[src/rtl/voice_scheduler_if.sv]
// rtl/voice_scheduler_if.sv - request and voice-side signal bundle for voice_scheduler
interface voice_scheduler_if #(
   parameter int NUM_VOICES     = 3,
   parameter int NOTE_WIDTH     = 6,
   parameter int DURATION_WIDTH = 6,
   parameter int FIFO_DEPTH     = 4
);
   logic                        req_valid;
   logic [NOTE_WIDTH-1:0]       req_note;
   logic [DURATION_WIDTH-1:0]   req_duration;
   logic                        req_ready;
   logic [NUM_VOICES-1:0]       voice_done;
   logic [NUM_VOICES-1:0]       voice_load;
   logic [NOTE_WIDTH-1:0]       voice_note;
   logic [DURATION_WIDTH-1:0]   voice_duration;
   logic [NUM_VOICES-1:0]       voice_busy;
   logic [$clog2(FIFO_DEPTH):0] fifo_count;

   modport master (
      output req_valid, req_note, req_duration, voice_done,
      input  req_ready, voice_load, voice_note, voice_duration, voice_busy, fifo_count
   );

   modport slave (
      input  req_valid, req_note, req_duration, voice_done,
      output req_ready, voice_load, voice_note, voice_duration, voice_busy, fifo_count
   );
endinterface

[src/rtl/voice_scheduler.sv]
// rtl/voice_scheduler.sv - buffers note requests and dispatches them to the lowest free voice
module voice_scheduler #(
   parameter int NUM_VOICES     = 3,
   parameter int NOTE_WIDTH     = 6,
   parameter int DURATION_WIDTH = 6,
   parameter int FIFO_DEPTH     = 4
) (
   input  logic             clk,
   input  logic             reset,
   input  logic             play,
   input  logic             clear,
   input  logic             beat,
   voice_scheduler_if.slave bus
);
   localparam int PW = $clog2(FIFO_DEPTH);
   localparam int CW = PW + 1;

   typedef enum logic {V_FREE = 1'b0, V_ACTIVE = 1'b1} vstate_e;

   logic [NOTE_WIDTH-1:0]     note_mem_q [FIFO_DEPTH];
   logic [NOTE_WIDTH-1:0]     note_mem_d [FIFO_DEPTH];
   logic [DURATION_WIDTH-1:0] dur_mem_q  [FIFO_DEPTH];
   logic [DURATION_WIDTH-1:0] dur_mem_d  [FIFO_DEPTH];
   logic [PW-1:0]             wr_ptr_q, wr_ptr_d, rd_ptr_q, rd_ptr_d;
   logic [CW-1:0]             count_q, count_d;

   vstate_e                   vstate_q [NUM_VOICES];
   vstate_e                   vstate_d [NUM_VOICES];
   logic [DURATION_WIDTH-1:0] rem_q    [NUM_VOICES];
   logic [DURATION_WIDTH-1:0] rem_d    [NUM_VOICES];

   logic [NUM_VOICES-1:0]     voice_load_q, voice_load_d;
   logic [NOTE_WIDTH-1:0]     voice_note_q, voice_note_d;
   logic [DURATION_WIDTH-1:0] voice_duration_q, voice_duration_d;

   logic                      push, pop, load_now, win_found;
   logic [NUM_VOICES-1:0]     free_vec, win_oh;
   logic [NOTE_WIDTH-1:0]     head_note;
   logic [DURATION_WIDTH-1:0] head_dur;

   // Winner is chosen from registered state, so a voice freed this edge waits a cycle.
   always_comb begin
      free_vec  = '0;
      win_oh    = '0;
      win_found = 1'b0;
      for (int i = 0; i < NUM_VOICES; i++) begin
         free_vec[i] = (vstate_q[i] == V_FREE);
         if (free_vec[i] && !win_found) begin
            win_oh[i] = 1'b1;
            win_found = 1'b1;
         end
      end
   end

   assign head_note     = note_mem_q[rd_ptr_q];
   assign head_dur      = dur_mem_q[rd_ptr_q];
   assign bus.req_ready = (count_q < CW'(FIFO_DEPTH)) && !clear;
   assign push          = bus.req_valid && bus.req_ready;
   assign pop           = play && !clear && (count_q != '0) && win_found;
   assign load_now      = pop && (head_dur != '0);

   always_comb begin
      note_mem_d = note_mem_q;
      dur_mem_d  = dur_mem_q;
      wr_ptr_d   = wr_ptr_q;
      rd_ptr_d   = rd_ptr_q;
      count_d    = count_q;
      if (clear) begin
         wr_ptr_d = '0;
         rd_ptr_d = '0;
         count_d  = '0;
      end else begin
         if (push) begin
            note_mem_d[wr_ptr_q] = bus.req_note;
            dur_mem_d[wr_ptr_q]  = bus.req_duration;
            wr_ptr_d             = wr_ptr_q + PW'(1);
         end
         if (pop) begin
            rd_ptr_d = rd_ptr_q + PW'(1);
         end
         case ({push, pop})
            2'b10:   count_d = count_q + CW'(1);
            2'b01:   count_d = count_q - CW'(1);
            default: count_d = count_q;
         endcase
      end
   end

   // Early release from the player outranks the beat countdown.
   always_comb begin
      for (int i = 0; i < NUM_VOICES; i++) begin
         vstate_d[i] = vstate_q[i];
         rem_d[i]    = rem_q[i];
         if (clear) begin
            vstate_d[i] = V_FREE;
            rem_d[i]    = '0;
         end else if (vstate_q[i] == V_ACTIVE) begin
            if (bus.voice_done[i]) begin
               vstate_d[i] = V_FREE;
               rem_d[i]    = '0;
            end else if (beat && play) begin
               if (rem_q[i] == DURATION_WIDTH'(1)) begin
                  vstate_d[i] = V_FREE;
                  rem_d[i]    = '0;
               end else begin
                  rem_d[i] = rem_q[i] - DURATION_WIDTH'(1);
               end
            end
         end else if (load_now && win_oh[i]) begin
            vstate_d[i] = V_ACTIVE;
            rem_d[i]    = head_dur;
         end
      end
   end

   always_comb begin
      voice_load_d     = '0;
      voice_note_d     = voice_note_q;
      voice_duration_d = voice_duration_q;
      if (load_now) begin
         voice_load_d     = win_oh;
         voice_note_d     = head_note;
         voice_duration_d = head_dur;
      end
   end

   always_ff @(posedge clk or posedge reset) begin
      if (reset) begin
         for (int i = 0; i < FIFO_DEPTH; i++) begin
            note_mem_q[i] <= '0;
            dur_mem_q[i]  <= '0;
         end
         for (int i = 0; i < NUM_VOICES; i++) begin
            vstate_q[i] <= V_FREE;
            rem_q[i]    <= '0;
         end
         wr_ptr_q         <= '0;
         rd_ptr_q         <= '0;
         count_q          <= '0;
         voice_load_q     <= '0;
         voice_note_q     <= '0;
         voice_duration_q <= '0;
      end else begin
         note_mem_q       <= note_mem_d;
         dur_mem_q        <= dur_mem_d;
         vstate_q         <= vstate_d;
         rem_q            <= rem_d;
         wr_ptr_q         <= wr_ptr_d;
         rd_ptr_q         <= rd_ptr_d;
         count_q          <= count_d;
         voice_load_q     <= voice_load_d;
         voice_note_q     <= voice_note_d;
         voice_duration_q <= voice_duration_d;
      end
   end

   assign bus.voice_load     = voice_load_q;
   assign bus.voice_note     = voice_note_q;
   assign bus.voice_duration = voice_duration_q;
   assign bus.voice_busy     = ~free_vec;
   assign bus.fifo_count     = count_q;
endmodule

[src/flat_wrapper.sv]
// flat-port wrapper written by rule: the top's interface ports become plain ports
module voice_scheduler_flat 
#(
   parameter int NUM_VOICES     = 3,
   parameter int NOTE_WIDTH     = 6,
   parameter int DURATION_WIDTH = 6,
   parameter int FIFO_DEPTH     = 4
)
  (clk, reset, play, clear, beat, bus_req_valid, bus_req_note, bus_req_duration, bus_voice_done, bus_req_ready, bus_voice_load, bus_voice_note, bus_voice_duration, bus_voice_busy, bus_fifo_count);
  voice_scheduler_if #(.NUM_VOICES(NUM_VOICES), .NOTE_WIDTH(NOTE_WIDTH), .DURATION_WIDTH(DURATION_WIDTH), .FIFO_DEPTH(FIFO_DEPTH)) bus_i ();
  input  logic clk;
  input  logic reset;
  input  logic play;
  input  logic clear;
  input  logic beat;
  input wire logic [$bits(bus_i.req_valid)-1:0] bus_req_valid;
  input wire logic [$bits(bus_i.req_note)-1:0] bus_req_note;
  input wire logic [$bits(bus_i.req_duration)-1:0] bus_req_duration;
  input wire logic [$bits(bus_i.voice_done)-1:0] bus_voice_done;
  output wire logic [$bits(bus_i.req_ready)-1:0] bus_req_ready;
  output wire logic [$bits(bus_i.voice_load)-1:0] bus_voice_load;
  output wire logic [$bits(bus_i.voice_note)-1:0] bus_voice_note;
  output wire logic [$bits(bus_i.voice_duration)-1:0] bus_voice_duration;
  output wire logic [$bits(bus_i.voice_busy)-1:0] bus_voice_busy;
  output wire logic [$bits(bus_i.fifo_count)-1:0] bus_fifo_count;
  assign bus_i.req_valid = bus_req_valid;
  assign bus_i.req_note = bus_req_note;
  assign bus_i.req_duration = bus_req_duration;
  assign bus_i.voice_done = bus_voice_done;
  assign bus_req_ready = bus_i.req_ready;
  assign bus_voice_load = bus_i.voice_load;
  assign bus_voice_note = bus_i.voice_note;
  assign bus_voice_duration = bus_i.voice_duration;
  assign bus_voice_busy = bus_i.voice_busy;
  assign bus_fifo_count = bus_i.fifo_count;
  voice_scheduler #(.NUM_VOICES(NUM_VOICES), .NOTE_WIDTH(NOTE_WIDTH), .DURATION_WIDTH(DURATION_WIDTH), .FIFO_DEPTH(FIFO_DEPTH)) u_core (.clk(clk), .reset(reset), .play(play), .clear(clear), .beat(beat), .bus(bus_i));
endmodule
[config.mk]
export PLATFORM = sky130hd
export DESIGN_NAME = voice_scheduler_flat
export DESIGN_NICKNAME = d
export VERILOG_FILES = /design/src/rtl/voice_scheduler_if.sv /design/src/rtl/voice_scheduler.sv /design/src/flat_wrapper.sv
export SDC_FILE = /design/constraint.sdc
export NUM_CORES = 1
export LEC_CHECK = 0
export CORE_MARGIN = 4
export CORE_UTILIZATION = 62
export DETAILED_ROUTE_END_ITERATION = 6
export GPL_TIMING_DRIVEN = 0
export PLACE_DENSITY = 0.91
export SLEW_MARGIN = 20
export SYNTH_ARGS = -nofsm -noshare
export SYNTH_HDL_FRONTEND = slang
export SYNTH_SLANG_ARGS = --single-unit
[constraint.sdc]
create_clock -name clk -period 6.5 [get_ports clk]
set_input_delay 0.975 -clock clk [delete_from_list [all_inputs] [get_ports clk]]
set_output_delay 0.975 -clock clk [all_outputs]
set_load 0.01 [all_outputs]
Word-level counts from Yosys, hierarchy flattened
Cells that the tools add are included.
{"block": "totals", "reg_bits": 91, "inputBits": 21, "out_inout_bits": 22}
{"block": "op_classes", "n_addsub": 7, "magnitude_cmp": 4, "n_eq_ne": 8, "muxes": 58, "n_bitwise": 7, "n_reduce_logical": 27}
{"operator": "6-bit two-way mux", "n": 23}
{"operator": "24-bit bitwise mux", "n": 2}
{"operator": "6-bit binary-select mux with 2-bit select", "n": 2}
{"operator": "1-bit two-way mux", "n": 23}
{"operator": "6-bit by 1-bit equality test with 1-bit output (second input constant)", "n": 3}
{"operator": "6-bit by 1-bit subtractor with 6-bit output (second input constant)", "n": 3}
{"operator": "3-bit nonzero test", "n": 5}
{"operator": "1-bit logical AND", "n": 13}
{"operator": "6-bit demux with 2-bit select", "n": 1}
{"operator": "4-bit != test (second input constant)", "n": 3}
{"operator": "2-bit two-way mux", "n": 4}
{"operator": "2-bit AND reduction", "n": 4}
{"operator": "3-bit greater-or-equal comparator (second input constant)", "n": 2}
{"operator": "3-bit two-way mux", "n": 2}
{"operator": "2-bit NOT with 3-bit output", "n": 2}
{"operator": "3-bit one-hot mux with 2 select lines", "n": 1}
{"operator": "6-bit nonzero test", "n": 1}
{"operator": "2-bit by 1-bit adder with 2-bit output (second input constant)", "n": 2}
{"operator": "1-bit NOT", "n": 4}
{"operator": "2-bit nonzero test", "n": 2}
{"operator": "3-bit by 1-bit adder with 3-bit output (second input constant)", "n": 1}
{"operator": "3-bit by 1-bit less-than comparator with 1-bit output (second input constant)", "n": 1}
{"operator": "3-bit less-than comparator (second input constant)", "n": 1}
{"operator": "3-bit NOT", "n": 1}
{"operator": "other kinds (4)", "n": 5}

Logic depth before layout (Yosys ltp)
{"block": "depth", "depth_word": 12, "ltp_mapped": 8, "depth_no_buf": 7}

Worst setup path after synthesis
Ideal clock, no wire load.
{"block": "synth_timing", "path_kind": "input to output", "startpoint": "in clear", "endpoint": "out bus_req_ready", "arrival_time_ps": 1698, "required_ps": 5525, "path_slack_ps": 3827, "path_stages": 3, "n_path_buf": 2, "path_cell_list": "buf_1 > clkbuf_1 > nor2_1"}
{"block": "synth_via", "elab_chain_cells": 2}
{"element": "from (decl)", "line": "flat_wrapper.sv:14", "source": "input logic clear;"}
{"element": "1-bit logical NOT", "line": "voice_scheduler.sv:57", "source": "assign bus.req_ready = (count_q < CW'(FIFO_DEPTH)) && !clear;"}
{"element": "1-bit logical AND", "line": "voice_scheduler.sv:57"}
{"element": "to (decl)", "line": "flat_wrapper.sv:20", "source": "output wire logic [$bits(bus_i.req_ready)-1:0] bus_req_ready;"}
Every way passes these cells.

Final worst setup path
Same ends and word-level chain as after synthesis.

==> results.py <==
metrics = {
    "clock_network": {
        "cts_setup_buffers": 0,
        "worstSkewPairLatency_ns": 0.37,
        "cts_resized": 0,
        "htreeDepth": 3,
        "cts_root_buf": "clkbuf_8",
        "max-clock-path-buffers": 2,
        "cts_buffers": 9,
        "cts_tree": "done",
        "ctsHoldBuffers": 0,
        "clock-sinks": 91,
        "clkTransAtPathRegs_ns": 0.10,
    },
    "worst_setup_path": {
        "end_kind": "primary output",
        "arrival_ns": 3.08,
        "cp_common_cell": "clkdlybuf4s50_1",
        "critPathSlowestCell": "clkdlybuf4s50_1",
        "crit_path_cell_trace": "clkdlybuf4s50_1 > buf_1 > clkbuf_1 > nor2_1 > clkdlybuf4s50_1",
        "cp-start-kind": "input pin",
        "crit_required_ns": 5.52,
        "path_class": "input pin to primary output",
        "max_stage_delay_ns": 0.62,
        "cp_max_fo": 10,
    },
    "sta": {
        "grt_setup_unrepaired": "false",
        "worst_slew_pin_slew_ns": 0.885,
        "finalSetupViolCount": 0,
        "hold_viol": 0,
        "fin_crit_sh": 0.624,
        "fin_hold_ws_ns": 0.513,
        "max_freq_mhz": 247,
        "maxSlewViolCount": 0,
        "setup_ws_ns": 2.45,
        "maxSlewHeadroom": 0.406,
        "period_minus_slack_ns": 4.05,
        "fin_skew_ns": 0.00909,
        "setup_tns_ns": 0,
    },
    "layout": {
        "antennaDiodeCount": 0,
        "nNetsFinal": 445,
        "drive_above_1_share": 0.261,
        "fill_cells": 463,
        "area_delta_synth_final_pct": 16.8,
    },
    "synth": {
        "synth_area_mm2": 0.00448,
        "synth_edf_count": 0,
        "synth.top_cells.by_count": "dfrtp_1, mux2_2, nor2_1",
        "yosysUniqueCellTypes": 46,
        "syn_avg_cell_area_um2": 12.5,
        "synth_nets": 391,
        "syn_inst": 359,
        "async_reset_ff_frac": 1.00,
        "yosys.area.top_type": "dfrtp_1",
        "yosysMostFrequentCell": "dfrtp_1",
        "synth_area_leaders": "dfrtp_1, mux2_2, mux4_2",
        "seq_area_frac_synth": 0.508,
        "ys.flop_type": "dfrtp_1",
        "ys_ff_latch": 91,
        "post-synth-top-area-fraction": 0.508,
        "yosysWarningCount": 0,
    },
    "floorplanning": {
        "coreArea_mm2": 0.00691,
        "die-area_mm2": 0.00865,
        "die_w_um": 93.0,
        "die_y_um": 93.0,
        "rows": 30,
        "initial_core_util": 0.649,
        "ioPinCount": 43,
    },
    "run_status": {
        "outcome": "complete, no violations",
    },
    "global_route": {
        "grt_usage": 0.246,
        "grt_pass1_vias": 3350,
        "antenna_found_initial": 0,
        "overflow": 0,
        "grt_max_degree": 61,
        "grt_first_pass_wirelength_um": 16500,
    },
    "power": {
        "power_leakage_nw": 2.20,
        "total_power_w": 0.00180,
        "vdd_ir_drop_max_mv": 0.236,
        "power_density_mw_per_mm2": 344,
    },
    "placement": {
        "routabilityCongestion": 0.949,
        "port_buffers": 42,
        "hpwl_um": 6880,
        "dpl_worst_slack_ns": 2.50,
    },
    "routing": {
        "vias_per_cell": 6.04,
        "wl_per_cell_um": 19.1,
        "antenna_left": 0,
        "dr_total_vias": 3104,
        "first_pass_iters": 5,
        "drcViolationCount": 0,
        "drt_iter0_drc": 254,
        "totalWireLength_um": 9820,
    },
    "worst_hold_path": {
        "hp-class": "register to register",
    },
    "flow_run": {
        "maxCapViolations": 0,
    },
}
worst max-delay path, delay by kind of cell:
kind / cells / cell delay (ns)
buffers and inverters: 4 / 2.03
AND/OR/NAND/NOR: 1 / 0.07
through the flow:
step / std cells / utilization / area [µm²]
after floorplan: 359 / - / 4480
after global placement: 497 / 0.727 / 5020
after detailed placement: 498 / 0.731 / 5050
after CTS: 514 / 0.758 / 5230
after global routing: 514 / 0.758 / 5230
final: 514 / 0.758 / 5230
registers in the layout (all words and copies together) (netlist names):
signal,cells
u_core.bus.fifo_count,3
u_core.bus.voice_duration,6
u_core.bus.voice_load,3
u_core.bus.voice_note,6
u_core.dur_mem_q,24
u_core.note_mem_q,24
u_core.rd_ptr_q,2
u_core.rem_q,18
u_core.vstate_q,3
u_core.wr_ptr_q,2
worst paths after layout:
check	start	endpoint	slack, ns	cells past startpoint
max	clear	bus_req_ready	2.45	5
min	u_core.dur_mem_q[10]	u_core.dur_mem_q[10]	0.51	1
max reg2reg	u_core.vstate_q[2]	u_core.bus.fifo_count[2]	3.76	8
min reg2reg	u_core.dur_mem_q[10]	u_core.dur_mem_q[10]	0.51	1
max in group asynchronous	reset	u_core.dur_mem_q[2]	4.92	3
min in group asynchronous	reset	u_core.note_mem_q[1]	0.96	2
layout make-up:
class | count | area (µm²) | area share
inverter | 17 | 66.3 | 0.0127
buffer | 13 | 66.3 | 0.0127
sequential | 91 | 2280 | 0.435
timing repair buffer | 43 | 448 | 0.0856
multi-input combinational | 238 | 2070 | 0.396
clock inverter | 7 | 58.8 | 0.0112
clock buffer | 9 | 124 | 0.0237
tap | 96 | 120 | 0.0229
per-layer routing:
layer,share of wire,global-route usage
met3,0.049,0.0394
met1,0.43,0.314
met5,0,0
met4,0.017,0.104
met2,0.50,0.418
cells in the final DEF, fill, tap and decap left out, types with 2 or more instances in the layout:
cell type,n
nor2_2,2
clkdlybuf4s50_1,42
clkbuf_8,9
clkbuf_1,8
inv_1,16
buf_2,2
ha_1,10
a21o_1,2
a211oi_1,2
inv_6,4
xor2_1,6
a2111oi_4,2
a22oi_1,2
nand3_1,4
o22ai_1,11
a2111oi_2,3
xnor2_1,2
mux2_2,59
mux2i_1,6
mux4_2,12
a311oi_1,2
or3b_2,2
a21oi_1,19
nand2_1,5
nor2b_1,4
nor3_1,8
and2_1,5
nor3b_1,5
dfrtp_1,91
buf_6,2
or2_2,2
nor2_1,35
o21ai_0,11
a31oi_1,3
power breakdown:
| group | switching, W | internal (W) | total [W] |
|---|---|---|---|
| Combinational | 0.000262 | 0.000319 | 0.000581 |
| Sequential | 0.000108 | 0.000745 | 0.000853 |
| Clock | 0.000221 | 0.000147 | 0.000367 |
| Total | 0.000590 | 0.00121 | 0.00180 |
kinds of logic (layout without fill, tap and decap cells):
logic type                 after synthesis  in the layout  synth area share
DFF                                     91             91             0.508
and+or+nand+nor                         80             80            0.0936
muxes                                   77             77             0.222
AOI/OAI and AO/OA                       62             62            0.0991
buffers and inverters                   30             89            0.0290
adders and majority gates               11             11            0.0324
xor gates and xnor gates                 8              8            0.0156
Power figures use the tool's default switching activity.
